--- config.mk ---
export PLATFORM = sky130hd
export DESIGN_NAME = fb_pixel_writer
export DESIGN_NICKNAME = d
export VERILOG_FILES = /design/src/rtl/fb_pkg.sv /design/src/rtl/fb_addr_calc.sv /design/src/rtl/fb_pixel_writer.sv
export SDC_FILE = /design/constraint.sdc
export NUM_CORES = 1
export LEC_CHECK = 0
export CAP_MARGIN = 40
export CELL_PAD_IN_SITES_DETAIL_PLACEMENT = 0
export CELL_PAD_IN_SITES_GLOBAL_PLACEMENT = 1
export CORE_ASPECT_RATIO = 1.1
export CORE_UTILIZATION = 40
export DETAILED_ROUTE_END_ITERATION = 12
export PLACE_DENSITY_LB_ADDON = 0.05
export RECOVER_POWER = 25
export SLEW_MARGIN = 20
export SYNTH_ARGS = -nofsm -noshare
export SYNTH_HDL_FRONTEND = slang
export SYNTH_SLANG_ARGS = --single-unit
--- constraint.sdc ---
create_clock -name clk -period 7.7 [get_ports clk]
set_input_delay 1.54 -clock clk [delete_from_list [all_inputs] [get_ports clk]]
set_output_delay 1.54 -clock clk [all_outputs]
set_load 0.005 [all_outputs]
--- src/rtl/fb_pkg.sv ---
// Shared framebuffer geometry, bus widths and the writer FSM state encoding.
package fb_pkg;
    localparam int FB_W        = 64;
    localparam int FB_H        = 64;
    localparam int ADDR_WIDTH  = 12;
    localparam int DATA_WIDTH  = 24;
    localparam int COORD_WIDTH = 8;
    localparam int FB_PIXELS   = FB_W * FB_H;

    localparam logic [0:0] IDLE  = 1'b0;
    localparam logic [0:0] CLEAR = 1'b1;
endpackage

--- src/rtl/fb_addr_calc.sv ---
// Combinational (x, y) -> linear framebuffer address, plus the on-screen flag.
// FB_W is a power of two, so the row multiply is a constant shift.
module fb_addr_calc #(
    parameter int FB_W        = fb_pkg::FB_W,
    parameter int FB_H        = fb_pkg::FB_H,
    parameter int ADDR_WIDTH  = fb_pkg::ADDR_WIDTH,
    parameter int COORD_WIDTH = fb_pkg::COORD_WIDTH
) (
    input  logic [COORD_WIDTH-1:0] x,
    input  logic [COORD_WIDTH-1:0] y,
    output logic [ADDR_WIDTH-1:0]  addr,
    output logic                   in_bounds
);
    localparam int XSH = $clog2(FB_W);

    assign addr      = (ADDR_WIDTH'(y) << XSH) + ADDR_WIDTH'(x);
    assign in_bounds = (32'(x) < FB_W) && (32'(y) < FB_H);
endmodule

--- src/rtl/fb_pixel_writer.sv ---
// Framebuffer write front end: clipped pixel writes at one per clock, plus a full-screen clear sweep.
// All BRAM port signals are registered; a write is presented for exactly one cycle.
module fb_pixel_writer #(
    parameter int FB_W        = fb_pkg::FB_W,
    parameter int FB_H        = fb_pkg::FB_H,
    parameter int ADDR_WIDTH  = fb_pkg::ADDR_WIDTH,
    parameter int DATA_WIDTH  = fb_pkg::DATA_WIDTH,
    parameter int COORD_WIDTH = fb_pkg::COORD_WIDTH
) (
    input  logic                   clk,
    input  logic                   rst,
    input  logic                   pix_valid,
    output logic                   pix_ready,
    input  logic [COORD_WIDTH-1:0] pix_x,
    input  logic [COORD_WIDTH-1:0] pix_y,
    input  logic [DATA_WIDTH-1:0]  pix_color,
    input  logic                   clear_req,
    input  logic [DATA_WIDTH-1:0]  clear_color,
    output logic                   clear_done,
    output logic                   busy,
    output logic [15:0]            clip_cnt,
    output logic                   bram_cen,
    output logic                   bram_wen,
    output logic [ADDR_WIDTH-1:0]  bram_addr,
    output logic [DATA_WIDTH-1:0]  bram_din
);
    import fb_pkg::*;

    localparam logic [ADDR_WIDTH-1:0] LAST_ADDR = ADDR_WIDTH'(FB_W * FB_H - 1);

    logic [0:0]            state;
    logic [ADDR_WIDTH-1:0] clr_cnt;
    logic [DATA_WIDTH-1:0] clr_color;
    logic [ADDR_WIDTH-1:0] pix_addr;
    logic                  pix_in;

    fb_addr_calc #(
        .FB_W        (FB_W),
        .FB_H        (FB_H),
        .ADDR_WIDTH  (ADDR_WIDTH),
        .COORD_WIDTH (COORD_WIDTH)
    ) u_addr (
        .x         (pix_x),
        .y         (pix_y),
        .addr      (pix_addr),
        .in_bounds (pix_in)
    );

    // A clear request wins the cycle, so a coincident pixel stays offered.
    assign pix_ready = (state == IDLE) && !clear_req;
    assign busy      = (state == CLEAR);

    always_ff @(posedge clk or posedge rst) begin
        if (rst) begin
            state      <= IDLE;
            clr_cnt    <= '0;
            clr_color  <= '0;
            clip_cnt   <= '0;
            clear_done <= 1'b0;
            bram_cen   <= 1'b1;
            bram_wen   <= 1'b0;
            bram_addr  <= '0;
            bram_din   <= '0;
        end else begin
            bram_cen   <= 1'b1;
            bram_wen   <= 1'b0;
            clear_done <= 1'b0;
            if (state == CLEAR) begin
                bram_cen  <= 1'b0;
                bram_wen  <= 1'b1;
                bram_addr <= clr_cnt;
                bram_din  <= clr_color;
                if (clr_cnt == LAST_ADDR) begin
                    state      <= IDLE;
                    clear_done <= 1'b1;
                end else begin
                    clr_cnt <= clr_cnt + 1'b1;
                end
            end else if (clear_req) begin
                state     <= CLEAR;
                clr_cnt   <= '0;
                clr_color <= clear_color;
            end else if (pix_valid) begin
                if (pix_in) begin
                    bram_cen  <= 1'b0;
                    bram_wen  <= 1'b1;
                    bram_addr <= pix_addr;
                    bram_din  <= pix_color;
                end else if (clip_cnt != 16'hFFFF) begin
                    clip_cnt <= clip_cnt + 16'd1;
                end
            end
        end
    end
endmodule

# [Yosys cells after proc, flatten, opt, wreduce, memory -nomap -nowiden]
# Index checks and enable logic that the tools add are counted.
[totals] latch_bits=0 ramBits=0 mem_count=0 register_bits=92 mem_bits_ro=0 in_bits=68 output_inout_bits=57 word_cells=55
[op_classes] bitwise_logic=3 n_lt_le_gt_ge=2 reduce_logical=10 n_eq_ne=4 shifts=0 mux=24 n_addsub=3 div=0 mul=0
[ops] op="$mux W24" n=4
[ops] op="$mux W12" n=7
[ops] op="$add A16 B1 Y16 const B" n=1
[ops] op="$lt A8 B7 Y1 const B" n=2
[ops] op="$ne A16 B16 Y1 const B" n=1
[ops] op="$mux W1" n=13
[ops] op="$add A12 B1 Y12 const B" n=1
[ops] op="$add A12 B8 Y12" n=1
[ops] op="$eq A12 B12 Y1 const B" n=1
[ops] op="$reduce_bool A2 Y1" n=3
[ops] op="$reduce_and A5 Y1" n=1
[ops] op="$reduce_and A2 Y1" n=2
[ops] op="$not A1 Y1" n=3
[ops] op="$reduce_and A3 Y1" n=1
[ops] op="$logic_and A1 B1 Y1" n=2
[ops] op="$ne A2 B1 Y1 const B" n=1
[ops] op="$ne A2 B2 Y1 const B" n=1
[ops] op="$logic_not A1 Y1" n=1

# [Depth between registers and ports, before layout]
# Gate-level depths: netlist of the first run.
[logic_depth] word_depth=6 depth_mapped=7 depth_no_buf=7

# [By module]
# From an unflattened synthesis of the first run, not the netlist that was laid out.
[hier_totals] cells_unflattened=374 area_unflattened_um2=4144.0
[modules_own_cells] module="fb_pixel_writer" seq_area_each_um2=2303.5 cells_each=356 n_inst=1 area_each_um2=3990.1
[modules_own_cells] module="fb_addr_calc" seq_area_each_um2=0.0 cells_each=18 n_inst=1 area_each_um2=153.9

# [Worst setup path after synthesis of the first run]
# Ideal clock, no wire load.
[synth_timing] path_kind="input to output" from="input clear_req" to="output pix_ready" cell_stages=1 path_slack_ns=4.494 required_ns=6.160 n_path_buf=0 t_arrival_ns=1.666 path_cell_list="nor2_1"
[synth_via] elab_chain_cells=2
[synth_lines] element="start, declared" line_no="fb_pixel_writer.sv:17" source="input logic clear_req,"
[synth_lines] element="$logic_not A1 Y1" line_no="fb_pixel_writer.sv:50" source="assign pix_ready = (state == IDLE) && !clear_req;"
[synth_lines] element="$logic_and A1 B1 Y1" line_no="fb_pixel_writer.sv:50"
[synth_lines] element="end, declared" line_no="fb_pixel_writer.sv:13" source="output logic pix_ready,"
# No other way between the ends.

# [Final worst setup path of the first run]
# Same ends and word-level chain as after synthesis.

==> results of run 1 <==
## per-stage QoR
stage,utilization (%),worst slack [ns],std cells
3_3_place_gp,54.31,3.473,627
3_5_place_dp,54.31,3.427,627
6_report,57.07,3.319,643
2_1_floorplan,-,3.770,375
4_1_cts,57.08,3.422,643
5_1_grt,57.07,3.248,643
## per-layer routing
metal,share of wire (%),vias up,track usage (%)
li1,-,1576,-
met3,6.2,11,4.792
met1,43,1581,23.73
met5,0,-,0
met2,49,91,30.32
met4,1.5,0,7.246
## synth_stat cells (8+ instances only)
master    instances
clkbuf_1         12
o21ai_0          31
xnor2_1           8
dfrtp_1          91
inv_1            10
nand3_1          12
mux2_2           25
nand2_1          45
mux2i_1          35
xor2_1           13
## cell families (layout without fill, tap and decap cells)
group | after synthesis | after routing | synth area share (%)
AND/OR/NAND/NOR | 111 | 111 | 14.59
AO/OA/AOI/OAI | 54 | 54 | 7.760
buffers and inverters | 30 | 155 | 3.051
flip-flops | 92 | 92 | 53.50
XOR/XNOR | 21 | 21 | 4.272
multiplexers | 62 | 62 | 15.20
adder cells (fa/ha/maj) | 5 | 5 | 1.627
## layout make-up
class                           instances  share of cell area (%)
Sequential cell                        92                   38.67
Multi-Input combinational cell        253                   31.43
Timing Repair Buffer                  128                   21.33
Clock buffer                           14                   4.262
Tap cell                              143                   3.002
Inverter                               11                  0.7138
Clock inverter                          2                  0.5879
## sequential cells by signal, indices dropped and copies added (netlist names)
name / cells
bram_din: 24
clr_color: 24
clip_cnt: 16
bram_addr: 12
clr_cnt: 12
bram_cen: 1
bram_wen: 1
busy: 1
clear_done: 1
## critical path, delay by kind of cell
kind                   cells  cell delay, ns
buffers and inverters      2            1.12
AND/OR/NAND/NOR            1            0.18
## power breakdown
group          leakage, nW  internal (mW)  switching (mW)  total, mW
Sequential            1.15          0.549          0.0550      0.604
Combinational         1.48          0.150          0.0811      0.231
Clock                0.141          0.261           0.174      0.435
Total                 2.77          0.959           0.310       1.27
## path summary, 6_finish.rpt
check	end	cells after the start
max in group asynchronous	clr_color[4]	3
setup reg to reg	clip_cnt[15]	5
setup / recovery	pix_ready	3
hold reg to reg	bram_din[2]	2
min in group asynchronous	clip_cnt[4]	2
hold / removal	bram_din[2]	2
==> metrics.md, run 1 <==
| Metric | Value |
|---|---|
| Async SR Flop Fraction | `100.0%` |
| Area grow syn2layout | `38.42%` |
| Slowest CP cell | `dlygate4sd3_1` |
| Vias in the first global route | `about 3300` |
| RSZ-0062 raised after global routing | `false` |
| Most common cell after layout, fill and taps aside | `clkdlybuf4s50_1` |
| CTS buffer count | `9` |
| Main synth FF type | `dfrtp_1` |
| Ant. Diodes | `0` |
| Placed cell area | `0.005672 mm2` |
| Synthesized area per cell | `11.48 um2` |
| Final Critical Period | `4.381 ns` |
| Worst Path Required | `between 6 and 7 ns` |
| Hold Worst Slack | `0.4793 ns` |
| HPWL Detailed | `between 6 and 7 mm` |
| Vias/cell | `around 5` |
| Layout cells sized above 1 | `11.00%` |
| Startpoint types | `input port` |
| Slew headroom | `-29.60%` |
| Post-Route WL | `9.815 mm` |
| # DRC | `0` |
| Largest net degree at the start of global routing | `between 50 and 60` |
| Multi-input gate area | `0.001873 mm2` |
| CP max FO | `4` |
| CP arrival | `2.84 ns` |
| Hold_buf cts | `0` |
| EDFF count, synth | `0` |
| Area share of the largest cell type after synthesis | `a little over half` |
| Routed len/inst | `around 15 um` |
| Cts repair resizes | `0` |
| Worst Path Class, Setup | `input port to output pin` |
| # IOs | `125` |
| Post-CTS Setup Repair Bufs | `0` |
| Htree depth | `3` |
| Register Area | `0.002305 mm2` |
| Initial DRT Pass Iterations | `4` |
| Iter 0 DRT Violations | `between 100 and 150` |
| Max cap viols | `1` |
| Reg clk slew, reported paths | `0.06 ns` |
| #FFs+latches synth | `between 90 and 100` |
| Failing checks | `capacitance limit, slew limit` |
| First-pass GRT wire length | `16.25 mm` |
| Syn Inst Count | `375` |
| Reg2reg setup slack | `5.11 ns` |
| Synth area leaders | `dfrtp_1 (53%), mux2i_1 (8.1%), mux2_2 (6.5%), nand2_1 (3.9%), o21ai_0 (3.6%)` |
| Power after layout | `~1.3 mW` |
| Critical path endpoint category | `output pin` |
| Dominant cell type by area after synthesis | `dfrtp_1` |
| Outcome | `complete, but fails checks` |
| Pins over their slew limit | `44` |
| Hold_sp | `clr_color[2]` |
| Die X | `100.9 um` |
| Clock sinks | `slightly above 90` |
| Crit. Startpoint | `clear_req` |
| Die ar. | `0.01118 mm2` |
| Post-route ant nets | `0` |
| Pleak | `2.775 nW` |
| Setup_tns | `0 ns` |
| Cell Area, Synth | `around 0.0043 mm2` |
| Worst Tran Pin Value | `1.933 ns` |
| Final nets | `between 500 and 600` |
| Hold Path Class | `register to register` |
| Die height | `110.8 um` |
| Critical path's largest stage delay | `0.58 ns` |
| Latest clock arrival within the worst-skew pair | `0.34 ns` |
| VDD IR max | `0.0001214 V` |
| Final setup fails | `0` |
| Yosys Warn Count | `0` |
| Port Buffers | `124` |
| Core Region | `0.01044 mm2` |
| Clock Skew | `0.004286 ns` |
| Crit-path cells | `dlygate4sd3_1 -> nor2_1 -> clkdlybuf4s50_1` |
| Vias | `3259` |
| Commonest non-fill, non-tap cells in the layout | `clkdlybuf4s50_1 (118), dfrtp_1 (90), nand2_1 (45)` |
| Starting density of the core | `41.23%` |
| Max Buffers Root-to-Sink | `2` |
| CTS tree | `built` |
| Final hold violations | `0` |
| Worst reg2reg startpoint | `busy` |
| Clock Root Buffer | `clkbuf_16` |
| Syn Nets | `between 400 and 500` |
| Final RePlAce weighted congestion | `between 0.7 and 0.8` |
| Post-synthesis cell type count | `between 40 and 50` |
| Design Area, Final | `0.005959 mm2` |
| Row count | `39` |
| Tcrit/Tclk final | `56.89%` |
| Initial antenna violation count | `0` |
| Pwr/cell area | `213.0 mW/mm2` |
| Gr usage total | `between 10% and 20%` |
| Fmax | `about 230 MHz` |
| Grt ovf | `0` |
| Sequential share of the synthesized area | `53.50%` |
| Final-layout fill cell count | `958` |
Power figures use the tool's default switching activity.
==> run 2, diff against run 1 <==
Settings changed: CORE_UTILIZATION 40 to 33.
Clock period 7.7 ns to 3.7 ns, I/O delays scaled along.
==> run 2 against run 1 <==
Compared with the run above:
- the flow still finishes with violations (capacitance limit, slew limit)
- clock-buffer cell count unchanged
- sequential share of layout area decreased by 0.24 points
- combinational power increased by 110%
- hold slack got worse by 0.0033 ns
- wire length increased by 2.6%
- setup slack got worse by 2.2 ns
- critical endpoint unchanged
- total power increased by 110%
- first-iteration DRC count decreased by 13%
- flip-flop and latch count unchanged
- register-to-register slack got worse by 3.5 ns
- global-route usage decreased by 2.6 points
==> metrics.md, run 2 (synthesis gave the netlist of run 1 again) <==
| Metric | Value |
|---|---|
| Vias in the first global route | `3291 (+0.83%)` |
| Gr usage total | `16.10% (-2.6 points)` |
| Die height | `121.8 um (+9.9%)` |
| Pwr/cell area | `442.3 mW/mm2 (+110%)` |
| Worst Path Required | `2.96 ns (-3.20 ns)` |
| Setup_tns | `0 ns (unchanged)` |
| Setup WS post-layout | `1.078 ns (-2.241 ns)` |
| Initial DRT Pass Iterations | `4 (unchanged)` |
| First-pass GRT wire length | `17.04 mm (+4.9%)` |
| Worst Path Class, Setup | `input port to output pin` |
| Final hold violations | `0 (unchanged)` |
| Vias | `3213 (-1.4%)` |
| Hold path depth | `2 (unchanged)` |
| Largest registers | `bram_din (24), clr_color (24), clip_cnt (16)` |
| Initial antenna violation count | `0 (unchanged)` |
| Pleak | `2.781 nW (+0.23%)` |
| Fmax | `381.4 MHz` |
| Max cap viols | `1 (unchanged)` |
| GR peak layer | `met2` |
| Largest net degree at the start of global routing | `50 (-9.1%)` |
| Pins over their slew limit | `44 (unchanged)` |
| Commonest non-fill, non-tap cells in the layout | `clkdlybuf4s50_1 (123), dfrtp_1 (90), nand2_1 (45)` |
| Latest clock arrival within the worst-skew pair | `0.34 ns (about the same)` |
| Layout cells sized above 1 | `11.38% (+0.38 points)` |
| Post-CTS Setup Repair Bufs | `0 (unchanged)` |
| # DRC | `0 (unchanged)` |
| Clock Skew | `0.007850 ns (+0.003564 ns)` |
| Most common cell after layout, fill and taps aside | `clkdlybuf4s50_1` |
| Port Buffers | `124 (unchanged)` |
| Grt ovf | `0 (unchanged)` |
| Failing checks | `capacitance limit, slew limit` |
| Cts repair resizes | `0 (unchanged)` |
| Ant. Diodes | `0 (unchanged)` |
| Routed len/inst | `15.30 um (+0.25%)` |
| Hold_buf cts | `0 (unchanged)` |
| Critical path endpoint category | `output pin` |
| Tcrit/Tclk final | `70.85%` |
| RSZ-0062 raised after global routing | `false` |
| Final nets | `569 (+0.18%)` |
| R2R cell count | `6 (+1)` |
| Clock Root Buffer | `clkbuf_16` |
| Vias/cell | `4.883 (-3.7%)` |
| Die X | `110.9 um (+9.9%)` |
| Final RePlAce weighted congestion | `0.7528 (+1.4%)` |
| Starting density of the core | `34.05% (-7.2 points)` |
| Post-Route WL | `10.07 mm (+2.6%)` |
| # IOs | `125 (unchanged)` |
| Core Region | `0.01264 mm2 (+21%)` |
| Final Critical Period | `2.622 ns` |
| Reg clk slew, reported paths | `0.06 ns (about the same)` |
| Clock sinks | `92 (unchanged)` |
| Area grow syn2layout | `39.29%` |
| Met3 Use GR | `4.876% (+0.084 points)` |
| HPWL Detailed | `7.000 mm (+3.4%)` |
| Hold Path Class | `register to register` |
| Slew headroom | `-36.79% (-7.2 points)` |
| Worst Tran Pin Value | `2.041 ns (+0.1072 ns)` |
| Max Buffers Root-to-Sink | `2 (unchanged)` |
| CTS buffer count | `9 (unchanged)` |
| GRT met1 Usage | `20.10% (-3.6 points)` |
| Die ar. | `0.01351 mm2 (+21%)` |
| Post-route ant nets | `0 (unchanged)` |
| Htree depth | `3 (unchanged)` |
| Final setup fails | `0 (unchanged)` |
| Startpoint types | `input port` |
| CTS tree | `built` |
| CP arrival | `1.88 ns (-0.96 ns)` |
| CP max FO | `4 (unchanged)` |
| Row count | `43 (+10%)` |
| Placement Setup Slack | `0.9742 ns (-2.453 ns)` |
| VDD IR max | `0.0002275 V (+87%)` |
| Outcome | `complete, but fails checks` |
| Iter 0 DRT Violations | `90 (-13%)` |
| Met2 usage | `25.97% (-4.3 points)` |
| Power after layout | `2.652 mW (+110%)` |
## run 2: routing by layer
metal	wire [um]	part of all wire [%]
met5	0	0
met3	660	6.6
met4	160	1.6
met2	4765	47
met1	4482	45
## run 2: final timing paths
kind / start / to / slack [ns]
min in group asynchronous: rst / clip_cnt[0] / 1.38
worst min-delay path: clr_color[6] / bram_din[6] / 0.48
worst min register to register: clr_color[6] / bram_din[6] / 0.48
max in group asynchronous: rst / busy / 1.27
worst max-delay path: clear_req / pix_ready / 1.08
worst max register to register: clr_cnt[0] / clr_cnt[10] / 1.58
## run 2: where the power goes
part | internal, mW | total, mW | switching, mW
Sequential | 1.14 | 1.26 | 0.114
Combinational | 0.315 | 0.485 | 0.170
Clock | 0.542 | 0.911 | 0.369
## run 2: through the flow
stage | std cells | hold WS [ns] | cell area, um2 | utilization, %
finish | 658 | 0.4760 | 5997 | 47.43
global route | 658 | 0.5102 | 5997 | 47.43
CTS | 658 | 0.4790 | 5998 | 47.44
detailed placement | 642 | 0.4644 | 5709 | 45.16
global placement | 642 | 0.4566 | 5709 | 45.16
floorplan | 375 | 0.4460 | 4305 | -
## run 2: area by class of cell
class                           count  area, um2
Fill cell                        1188       6646
Sequential cell                    92       2305
Multi-Input combinational cell    253       1873
Timing Repair Buffer              129       1291
Clock buffer                       14      254.0
Tap cell                          157      196.4
Inverter                           11      42.54
Clock inverter                      2      35.03
## run 2: worst max-delay path: stages
cell and delay [ns]:
clkdlybuf4s50_1 0.46, nor2_1 0.16, clkdlybuf4s50_1 0.53
==> run 3, diff against run 2 <==
Settings changed: CORE_UTILIZATION 33 to 37.
Clock period 3.7 ns to 2.5 ns, I/O delays scaled along.
==> run 3 against run 2 <==
Compared with the run above:
- combinational power up 47%
- total power grew 46%
- largest cell class unchanged
- setup slack worse by 0.94 ns
- utilization rose by 6.7 points
- die area down 11%
- largest power group unchanged
- the flow now finishes without violations
- flip-flop and latch count is the same
- cell count down 0.61%
- clock-buffer cell count stayed put
- via count is 1.6% higher
- wire length is 1.5% lower
- global-route usage is 1.3 points higher
==> metrics.md, run 3 (synthesis gave the netlist of run 1 again) <==
| Metric | Value |
|---|---|
| Latest clock arrival within the worst-skew pair | `0.33 ns (about the same)` |
| Clock sinks | `92 (unchanged)` |
| Commonest non-fill, non-tap cells in the layout | `clkdlybuf4s50_1 (123), dfrtp_1 (90), nand2_1 (45)` |
| Final RePlAce weighted congestion | `0.7557 (+0.39%)` |
| Initial antenna violation count | `0 (unchanged)` |
| Area grow syn2layout | `39.81%` |
| Slowest CP cell | `clkdlybuf4s50_1` |
| Startpoint types | `input port` |
| Die ar. | `0.01207 mm2 (-11%)` |
| Layout cells sized above 1 | `12.82% (+1.4 points)` |
| Vias | `3266 (+1.6%)` |
| Pwr/cell area | `641.5 mW/mm2 (+45%)` |
| Slew headroom | `28.55% (+65 points)` |
| Final hold violations | `0 (unchanged)` |
| Hold Worst Slack | `0.4765 ns (+0.0004830 ns)` |
| WP buf/inv | `3 (+1)` |
| Max Buffers Root-to-Sink | `2 (unchanged)` |
| Die height | `115.1 um (-5.5%)` |
| Final nets | `575 (+1.1%)` |
| Hold Path Class | `register to register` |
| Largest net degree at the start of global routing | `49 (-2.0%)` |
| Sw power | `954.4 uW (+46%)` |
| Fmax | `approximately 420 MHz` |
| Gr usage total | `17.43% (+1.3 points)` |
| Vias/cell | `4.994 (+2.3%)` |
| Ant. Diodes | `0 (unchanged)` |
| Tcrit/Tclk final | `94.28%` |
| Sw Share | `24.72% (+0.084 points)` |
| Cts repair resizes | `0 (unchanged)` |
| Critical path's largest stage delay | `0.55 ns (+0.02 ns)` |
| HPWL Detailed | `6.989 mm (-0.16%)` |
| Critical path endpoint category | `output pin` |
| Routed len/inst | `15.17 um (-0.90%)` |
| Placed cell area | `0.005768 mm2 (+1.0%)` |
| Seq pwr share | `48.2% (+0.8 points)` |
| Combinational power share | `18.5% (+0.2 points)` |
| Port Buffers | `124 (unchanged)` |
| Outcome | `completed` |
| Fin util | `54.18% (+6.7 points)` |
| Power after layout | `3.861 mW (+46%)` |
| Clock Skew | `0.004213 ns (-0.003637 ns)` |
| Worst Path Required | `2.00 ns (-0.96 ns)` |
| First-pass GRT wire length | `16.58 mm (-2.7%)` |
| Post-CTS Setup Repair Bufs | `0 (unchanged)` |
| CTS tree | `built` |
| Worst Path Class, Setup | `input port to output pin` |
| Final-layout fill cell count | `1019 (-14%)` |
| Row count | `40 (-7.0%)` |
| VDD IR max | `0.0002595 V (+14%)` |
| # DRC | `0 (unchanged)` |
| Hold_buf cts | `0 (unchanged)` |
| Largest delay contributor family on the critical path | `buffers and inverters` |
| # IOs | `125 (unchanged)` |
| RSZ-0062 raised after global routing | `false` |
| Starting density of the core | `38.75% (+4.7 points)` |
| Setup_tns | `0 ns (unchanged)` |
| Post-route ant nets | `0 (unchanged)` |
| Post-Route WL | `9.918 mm (-1.5%)` |
| Crit-path cells | `clkdlybuf4s50_1 -> buf_4 -> nor2_1 -> clkdlybuf4s50_1` |
| CTS buffer count | `9 (unchanged)` |
| Most common cell after layout, fill and taps aside | `clkdlybuf4s50_1` |
| Htree depth | `3 (unchanged)` |
| Die X | `104.9 um (-5.5%)` |
| Largest registers | `bram_din (24), clr_color (24), clip_cnt (16)` |
| Final Critical Period | `between 2 and 2.5 ns` |
| Worst Tran Pin Value | `1.072 ns (-0.9689 ns)` |
| CP max FO | `3 (-1)` |
| Initial DRT Pass Iterations | `4 (unchanged)` |
| CP arrival | `1.86 ns (-0.02 ns)` |
| Most used cell, CP | `clkdlybuf4s50_1` |
| Iter 0 DRT Violations | `149 (+66%)` |
| Design Area, Final | `0.006020 mm2 (+0.38%)` |
| Grt ovf | `0 (unchanged)` |
| Pleak | `2.808 nW (+0.99%)` |
| Core Region | `0.01111 mm2 (-12%)` |
| Max cap viols | `0 (-1)` |
| Pins over their slew limit | `0 (-100%)` |
| Final setup fails | `0 (unchanged)` |
| Clock Power Share | `33.3% (-1.1 points)` |
| Vias in the first global route | `3407 (+3.5%)` |
| Clock Root Buffer | `clkbuf_16` |
| Reg clk slew, reported paths | `0.06 ns (about the same)` |
| P_int | `2.907 mW (+45%)` |
-- run 3: changes by cell type in the layout (fill, tap and decap cells not counted), sizes merged --
cell | previous run | this run
buf | 5 | 9
clkbuf | 14 | 16
bufinv | 1 | 0
clkinv | 1 | 2
-- run 3: tightest hold or removal path: cells and delay by family, from the launching register on --
kind,cells,cell delay (ns)
flops,1,0.34
compound gates,1,0.06
simple gates,1,0.05
-- run 3: path summary, 6_finish.rpt --
kind | start | endpoint | slack, ns | depth (start not counted)
setup / recovery | clear_req | pix_ready | 0.14 | 4
hold / removal | clr_color[1] | bram_din[1] | 0.48 | 2
setup reg to reg | clr_cnt[1] | clr_cnt[11] | 0.53 | 5
hold reg to reg | clr_color[1] | bram_din[1] | 0.48 | 2
max in group asynchronous | rst | bram_addr[2] | 0.45 | 3
min in group asynchronous | rst | bram_din[2] | 0.66 | 2
-- run 3: layout make-up --
| cell class | count | area [um2] | share of cell area [%] |
|---|---|---|---|
| Inverter | 11 | 42.54 | 0.7067 |
| Multi-Input combinational cell | 253 | 1873 | 31.12 |
| Timing Repair Buffer | 135 | 1331 | 22.12 |
| Clock buffer | 14 | 274.0 | 4.552 |
| Sequential cell | 92 | 2305 | 38.29 |
| Tap cell | 147 | 183.9 | 3.055 |
| Clock inverter | 2 | 10.01 | 0.1663 |
-- run 3: per-stage QoR --
stage,std cells,worst slack [ns]
final,654,0.1429
after global routing,654,0.08080
after CTS,654,0.1221
after detailed placement,638,0.07540
after global placement,638,0.1079
after floorplan,375,0.6268
-- run 3: power by group through the flow --
stage	clock network, mW	registers, mW	logic [mW]
after floorplan	0	1.86	0.327
after global placement	0	1.88	0.721
after detailed placement	0	1.89	0.732
after CTS	1.34	1.86	0.735
after global routing	1.39	1.89	0.795
final	1.29	1.86	0.714
-- run 3: per-layer routing --
layer	track usage (%)	wire [um]
met5	0	0
met4	5.352	68
met3	4.422	523
met1	21.08	4363
met2	30.77	4962
